[config.mk]
export PLATFORM = sky130hd
export DESIGN_NAME = piso
export DESIGN_NICKNAME = d
export VERILOG_FILES = /design/src/rtl/piso.sv
export SDC_FILE = /design/constraint.sdc
export NUM_CORES = 1
export LEC_CHECK = 0
export CAP_MARGIN = 10
export CORE_AREA = 2 2 39 41
export CTS_CLUSTER_DIAMETER = 120
export DETAILED_ROUTE_END_ITERATION = 8
export DIE_AREA = 0 0 41 43
export PLACE_DENSITY_LB_ADDON = 0.05
export SYNTH_ARGS = -nofsm -noshare
export SYNTH_HDL_FRONTEND = slang
export SYNTH_SLANG_ARGS = --single-unit
[constraint.sdc]
create_clock -name clk -period 3.2 [get_ports clk]
set_input_delay 0.32 -clock clk [delete_from_list [all_inputs] [get_ports clk]]
set_output_delay 0.32 -clock clk [all_outputs]
set_load 0.1 [all_outputs]
[src/rtl/piso.sv]
// piso: parallel-in serial-out shift register with an "all bits shifted out" flag.
// Define PISO_LSB_FIRST_EN to shift the word out LSB first instead of MSB first.
module piso #(
  parameter int   WIDTH = 4,
  parameter logic FILL  = 1'b0
) (
  input  logic             clk,
  input  logic             rst,
  input  logic             load_shift,
  input  logic [WIDTH-1:0] in,
  output logic             qout,
  output logic             empty
);

  localparam int             CW   = $clog2(WIDTH + 1);
  localparam logic [CW-1:0]  FULL = CW'(WIDTH);

  logic [WIDTH-1:0] sreg_q, sreg_d;
  logic [CW-1:0]    cnt_q, cnt_d;

  always_comb begin
    sreg_d = sreg_q;
    cnt_d  = cnt_q;
    if (load_shift) begin
      sreg_d = in;
      cnt_d  = FULL;
    end else begin
`ifdef PISO_LSB_FIRST_EN
      sreg_d = {FILL, sreg_q[WIDTH-1:1]};
`else
      sreg_d = {sreg_q[WIDTH-2:0], FILL};
`endif
      // Shifting past the end keeps going, but the count holds at zero.
      if (cnt_q != '0) begin
        cnt_d = cnt_q - CW'(1);
      end
    end
  end

  always_ff @(posedge clk) begin
    if (rst) begin
      sreg_q <= '0;
      cnt_q  <= '0;
    end else begin
      sreg_q <= sreg_d;
      cnt_q  <= cnt_d;
    end
  end

`ifdef PISO_LSB_FIRST_EN
  assign qout = sreg_q[0];
`else
  assign qout = sreg_q[WIDTH-1];
`endif

  assign empty = (cnt_q == '0);

endmodule

==> summary.txt, run 1 <==
Outcome - finished, final reports clean
Antenna violations before repair - 0
Post-CTS Setup Bufs - 0
Slew @ Worst Pin - 961.2 ps
Cells after synthesis - 29
Routed WL per cell - 8.768 um
Syn_area_per_cell - 10.57 um^2
Synth unique cells - 12
Reg-to-reg critical path startpoint - cnt_q[0]
Final setup fails - 0
Starting DRC count in detailed routing - 4
Sequential share of power - 40.5%
Pwr dens - 562.9 nW/um^2
Count leader, synth - dfxtp_1
Post-route ant nets - 0
Hold Vio Cnt, Final - 0
Crit-path leading delay family - buffers and inverters
Gpl congestion - 0.5547
Final Cycle Share - 62.21%
Clock Tree Buf Depth - 2
Die area - 1763 um^2
Buf/Inv on CP - 1
Buffers on Ports - 8
Ant. Diodes - 0
Sw Pwr - 0.00007344 W
Seq/Total Area, Yosys - 45.71%
Clock transition at path regs - 60 ps
Initial DRT Pass Iterations - 2
Floorplan core area - 1384 um^2
Final WL - 491 um
Depth of the CTS H-tree - 1
Hold depth - 2
Cell Area, Synth - 306.5 um^2
P_int - 0.0001625 W
Vias in the first global route - 202
FF-to-FF End - cnt_q[1]
IO Count - 9
Area Growth Syn to Fin - 36.73%
Slowest CP cell - clkdlybuf4s50_1
Top post-synthesis cells by count - dfxtp_1 (7), inv_1 (5), mux2i_1 (4)
Max transition margin - 35.72%
Net Count, Synth - 39
Worst path required time - 2880 ps
Peak supply drop - 0.0001892 V
Worst Reg-to-Reg Cells - 4
Synth area leaders - dfxtp_1 (46%), mux2i_1 (13%), ha_1 (12%)
Peak fanout along the critical path - 1
Synthesis Warnings - 0
Comb pwr share - 25.1%
Crit start category - register
Critical Setup Path Class - reg -> out
Share of the synthesized area in the top cell type - 45.71%
Root Buffer - clkbuf_4
FMAX - 502.3 MHz
First-pass GRT wire length - 821 um
Yosys reg bits - 7
Leakage - 0.1882 nW
Max cap viols - 0
Post-synth EDFFs - 0
FP Rows - 14
Grt ovf - 0
Die Ht - 43 um
Dominant synthesized flop cell - dfxtp_1
CTS Buf Count - 3
Setup repair after global routing missed its margin - no
Final Skew - 2.681 ps
Hold EP - sreg_q[2]
Slew Viols, Final - 0
Crit-path cells - clkdlybuf4s50_1
Hold path start - sreg_q[1]
Post_cts resized - 0
Tot GR Track Use - 7.863%
Ys async rst share - 0%
Clk sinks - 7
Nature of the critical path endpoint - output port
Setup TNS - 0 ps
Sw Share - 31.13%
Pwr Total - 0.0002359 W
Worst hold path class - reg -> reg
Worst Path Arrival - 1670 ps
TritonCTS clock tree - built
Worst-skew pair later-pin latency - 250 ps
Nets - 51
Starting density of the core - 22.15%
Max stage delay on crit path - 1120 ps
Vias per inst - 3.804
Hold buffers post-CTS - 0
DP HPWL - 346.2 um
Reg2Reg Setup Slack - 1870 ps
Vias - 213
Fin crit period - 1991 ps
Largest net degree at the start of global routing - 8
Clock share of power - 34.5%
Synth area leader - dfxtp_1
Fraction of layout cells with a size suffix above 1 - 12.50%
Die Span X - 41 um
DRC Markers - 0
through the flow:
stage	hold WS (ps)	instances	utilization, %	cell area, um^2	worst slack, ps
after CTS	468.9	56	30.29	419.2	1195
after global routing	500.2	56	30.29	419.2	1164
after floorplan	389.1	29	-	306.5	1344
final	463.1	56	30.29	419.2	1209
after global placement	447.1	52	28.39	392.9	1473
after detailed placement	453.5	52	28.39	392.9	1475
placed cells by master (no fill, tap or decap):
cell             count
a2111oi_2            1
a21oi_1              1
buf_4                1
clkbuf_1             1
clkbuf_4             3
clkdlybuf4s50_1      7
dfxtp_1              7
ha_1                 3
inv_1                5
mux2i_1              4
nor2_1               3
nor2b_1              1
nor3_1               1
nor3b_1              1
xor2_1               1
logic make-up (layout without fill, tap and decap cells):
| logic type | after synthesis | after routing | share of synthesized area [%] |
|---|---|---|---|
| xor gates and xnor gates | 1 | 1 | 2.858 |
| adders and majority gates | 3 | 3 | 12.25 |
| muxes | 4 | 4 | 13.06 |
| DFF | 7 | 7 | 45.71 |
| buffers and inverters | 6 | 17 | 9.796 |
| AOI/OAI and AO/OA | 2 | 2 | 6.528 |
| and+or+nand+nor | 6 | 6 | 9.796 |
cell type report:
cell class                      count  area [um^2]
Fill cell                         155        964.7
Sequential cell                     7        140.1
Multi-Input combinational cell     16        136.4
Timing Repair Buffer                8        77.57
Clock buffer                        4        26.28
Tap cell                           16        20.02
Inverter                            5        18.77
worst max path at each step:
stage               from  endpoint  depth (start not counted)
3_3_place_gp   sreg_q[3]      qout                          1
6_report       sreg_q[3]      qout                          1
4_1_cts        sreg_q[3]      qout                          1
3_5_place_dp   sreg_q[3]      qout                          1
2_1_floorplan   cnt_q[1]  cnt_q[2]                          5
5_1_grt        sreg_q[3]      qout                          1
power by group through the flow:
| stage | sequential [W] | clock [W] | combinational, W |
|---|---|---|---|
| 2_1_floorplan | 0.000102 | 0 | 0.0000395 |
| 3_5_place_dp | 0.0000976 | 0 | 0.0000592 |
| 4_1_cts | 0.0000956 | 0.0000859 | 0.0000596 |
| 3_3_place_gp | 0.0000973 | 0 | 0.0000589 |
| 6_report | 0.0000955 | 0.0000813 | 0.0000591 |
| 5_1_grt | 0.0000960 | 0.0000941 | 0.0000634 |
flip-flops by register name, indices dropped and copies added (netlist names):
name    cells
sreg_q      4
cnt_q       3
layer usage:
layer,GRT usage (%),share of wire (%)
met5,0,0
met4,8.000,0.81
met3,4.712,5.5
met2,8.750,44
met1,9.446,49
Note: power is estimated with default switching activity, not from simulation.
==> run 2, diff against run 1 <==
==> constraint.sdc (replaced) <==
create_clock -name clk -period 1.6 [get_ports clk]
set_input_delay 0.16 -clock clk [delete_from_list [all_inputs] [get_ports clk]]
set_output_delay 0.16 -clock clk [all_outputs]
set_load 0.1 [all_outputs]
==> run 2 against run 1 <==
- die area unchanged
- sequential share of layout area is 1.9 points lower
- global-route usage shrank 0.093 points
- final area grew 6.0%
- core utilization up 1.8 points
- power increased by 110%
- cell count stayed put
- non-clock buffer count is the same
- largest cell class unchanged
- largest power group unchanged
==> summary.txt, run 2 (synthesized netlist as in run 1, its figures left out) <==
Outcome - finished, final reports clean (unchanged)
Vias in the first global route - 192 (was 202)
Post_cts resized - 0 (unchanged)
Multi-input gate area - 138.9 um^2 (was 136.4 um^2)
TritonCTS clock tree - built (unchanged)
Max transition margin - 78.97% (was 35.72%)
Slew Viols, Final - 0 (unchanged)
Nature of the critical path endpoint - output port (unchanged)
Initial DRT Pass Iterations - 2 (unchanged)
Area Growth Syn to Fin - 44.90% (was 36.73%)
Clock transition at path regs - 50 ps (was 60 ps)
Fraction of layout cells with a size suffix above 1 - 17.50% (was 12.50%)
Gpl congestion - 0.6508 (was 0.5547)
Crit start category - register (unchanged)
Die Ht - 43 um (unchanged)
Worst hold path class - reg -> reg (unchanged)
Slew @ Worst Pin - 314.5 ps (was 961.2 ps)
FP Rows - 14 (unchanged)
Setup TNS - 0 ps (unchanged)
Worst-skew pair later-pin latency - 250 ps (about the same)
Final setup fails - 0 (unchanged)
Fin crit period - 1441 ps
Pwr Total - 0.0004900 W (was 0.0002359 W)
Nets - 51 (unchanged)
Starting density of the core - 22.15% (unchanged)
Hold buffers post-CTS - 0 (unchanged)
Vias per inst - 3.786 (was 3.804)
Number of flip-flops in the largest register - 4 (unchanged)
Clock Tree Buf Depth - 2 (unchanged)
Pwr dens - 1103 nW/um^2 (was 562.9 nW/um^2)
Commonest non-fill, non-tap cell in the layout - dfxtp_1
DRC Markers - 0 (unchanged)
Tot GR Track Use - 7.770% (was 7.863%)
Leakage - 0.1968 nW (was 0.1882 nW)
Post-route ant nets - 0 (unchanged)
Final Skew - 0.1399 ps (was 2.681 ps)
Clk sinks - 7 (unchanged)
Reg with most FFs - sreg_q (unchanged)
First-pass GRT wire length - 807 um (was 821 um)
Final Cycle Share - 90.04%
Post-CTS Setup Bufs - 0 (unchanged)
Placed cells - 52 (unchanged)
Hold Vio Cnt, Final - 0 (unchanged)
Routed WL per cell - 8.411 um (was 8.768 um)
CTS Buf Count - 3 (unchanged)
Slowest CP cell - dfxtp_1 (was clkdlybuf4s50_1)
Critical Setup Path Class - reg -> out (unchanged)
Peak supply drop - 0.0003849 V (was 0.0001892 V)
Buffers on Ports - 8 (unchanged)
Buf/Inv on CP - 2 (was 1)
Final hold slack - 457.9 ps (was 463.1 ps)
Die area - 1763 um^2 (unchanged)
Grt ovf - 0 (unchanged)
Crit-path cells - inv_1 -> ha_1 -> ha_2 -> buf_12 (was clkdlybuf4s50_1)
Final Non-Filler Cells - 56 (unchanged)
Antenna violations before repair - 0 (unchanged)
Depth of the CTS H-tree - 1 (unchanged)
Root Buffer - clkbuf_4 (unchanged)
Ant. Diodes - 0 (unchanged)
Floorplan core area - 1384 um^2 (unchanged)
FMAX - 694.1 MHz
Die Span X - 41 um (unchanged)
Starting DRC count in detailed routing - 1 (was 4)
Vias - 212 (was 213)
Most frequent cells in the layout - dfxtp_1 (7), clkdlybuf4s50_1 (6), inv_1 (5), mux2i_1 (4) (was dfxtp_1 (7), clkdlybuf4s50_1 (7), inv_1 (5), mux2i_1 (4))
Setup repair after global routing missed its margin - no (unchanged)
Largest net degree at the start of global routing - 8 (unchanged)
Final WL - 471 um (was 491 um)
Worst path required time - 1440 ps (was 2880 ps)
Biggest regs - sreg_q (4), cnt_q (3) (unchanged)
Peak fanout along the critical path - 5 (was 1)
IO Count - 9 (unchanged)
Worst Path Arrival - 1280 ps (was 1670 ps)
Seq. cell area - 140.1 um^2 (unchanged)
Fillers - 145 (was 155)
Max stage delay on crit path - 300 ps (was 1120 ps)
Max cap viols - 0 (unchanged)
Crit-path leading delay family - adder cells (was buffers and inverters)
## run 2: changes by cell type in the layout (fill, tap and decap cells not counted)
cell             before  now
buf_12                0    2
buf_4                 1    0
clkdlybuf4s50_1       7    6
ha_1                  3    2
ha_2                  0    1
## run 2: where the power goes
part | internal, W | leakage, nW | total (W) | switching, W
Sequential | 0.000186 | 0.0578 | 0.000192 | 0.00000543
Combinational | 0.0000589 | 0.124 | 0.000136 | 0.0000770
Clock | 0.0000953 | 0.0150 | 0.000162 | 0.0000669
## run 2: metal layers
metal  track usage, %  vias to the layer above  routed length (um)
met5                0                        -                   0
met1            10.13                       90                 225
li1                 -                      115                   -
met4            8.000                        0                   4
met3            4.712                        2                  26
met2            7.813                        5                 216
## run 2: cell type report
cell class / instances / area share [%]
sequential: 7 / 31.55
inverter: 5 / 4.225
clock buffer: 4 / 5.915
multi-input combinational: 16 / 31.27
tap: 16 / 4.507
timing repair buffer: 8 / 22.54
## run 2: metrics by stage
stage	setup slack (ps)	cell area, um^2	util [%]
after CTS	134.0	444.2	32.10
after global placement	343.3	417.9	30.20
after global routing	48.05	444.2	32.10
after floorplan	93.18	309.0	-
final	159.4	444.2	32.10
after detailed placement	320.4	417.9	30.20
## run 2: worst register-to-register path, delay by kind of cell (launching register included)
family | cells | cell delay [ps]
AO/OA/AOI/OAI | 1 | 350
adder cells (fa/ha/maj) | 2 | 450
buffers and inverters | 1 | 50
flip-flops | 1 | 340
## run 2: path summary, 6_finish.rpt
path,start,endpoint,slack [ps],cells after the start
setup reg to reg,cnt_q[0],cnt_q[1],310,4
hold / removal,sreg_q[2],sreg_q[3],460,2
hold reg to reg,sreg_q[2],sreg_q[3],460,2
setup / recovery,cnt_q[1],empty,160,4
==> run 3, diff against run 2 <==
--- a/config.mk
+++ b/config.mk
@@ -10,6 +10,7 @@
 export CTS_CLUSTER_DIAMETER = 120
 export DETAILED_ROUTE_END_ITERATION = 8
 export DIE_AREA = 0 0 41 43
+export GPL_ROUTABILITY_DRIVEN = 1
 export PLACE_DENSITY_LB_ADDON = 0.05
 export SYNTH_ARGS = -nofsm -noshare
 export SYNTH_HDL_FRONTEND = slang
==> results of run 3 <==
No change in the layout: final DEF, timing and power equal those of run 2.
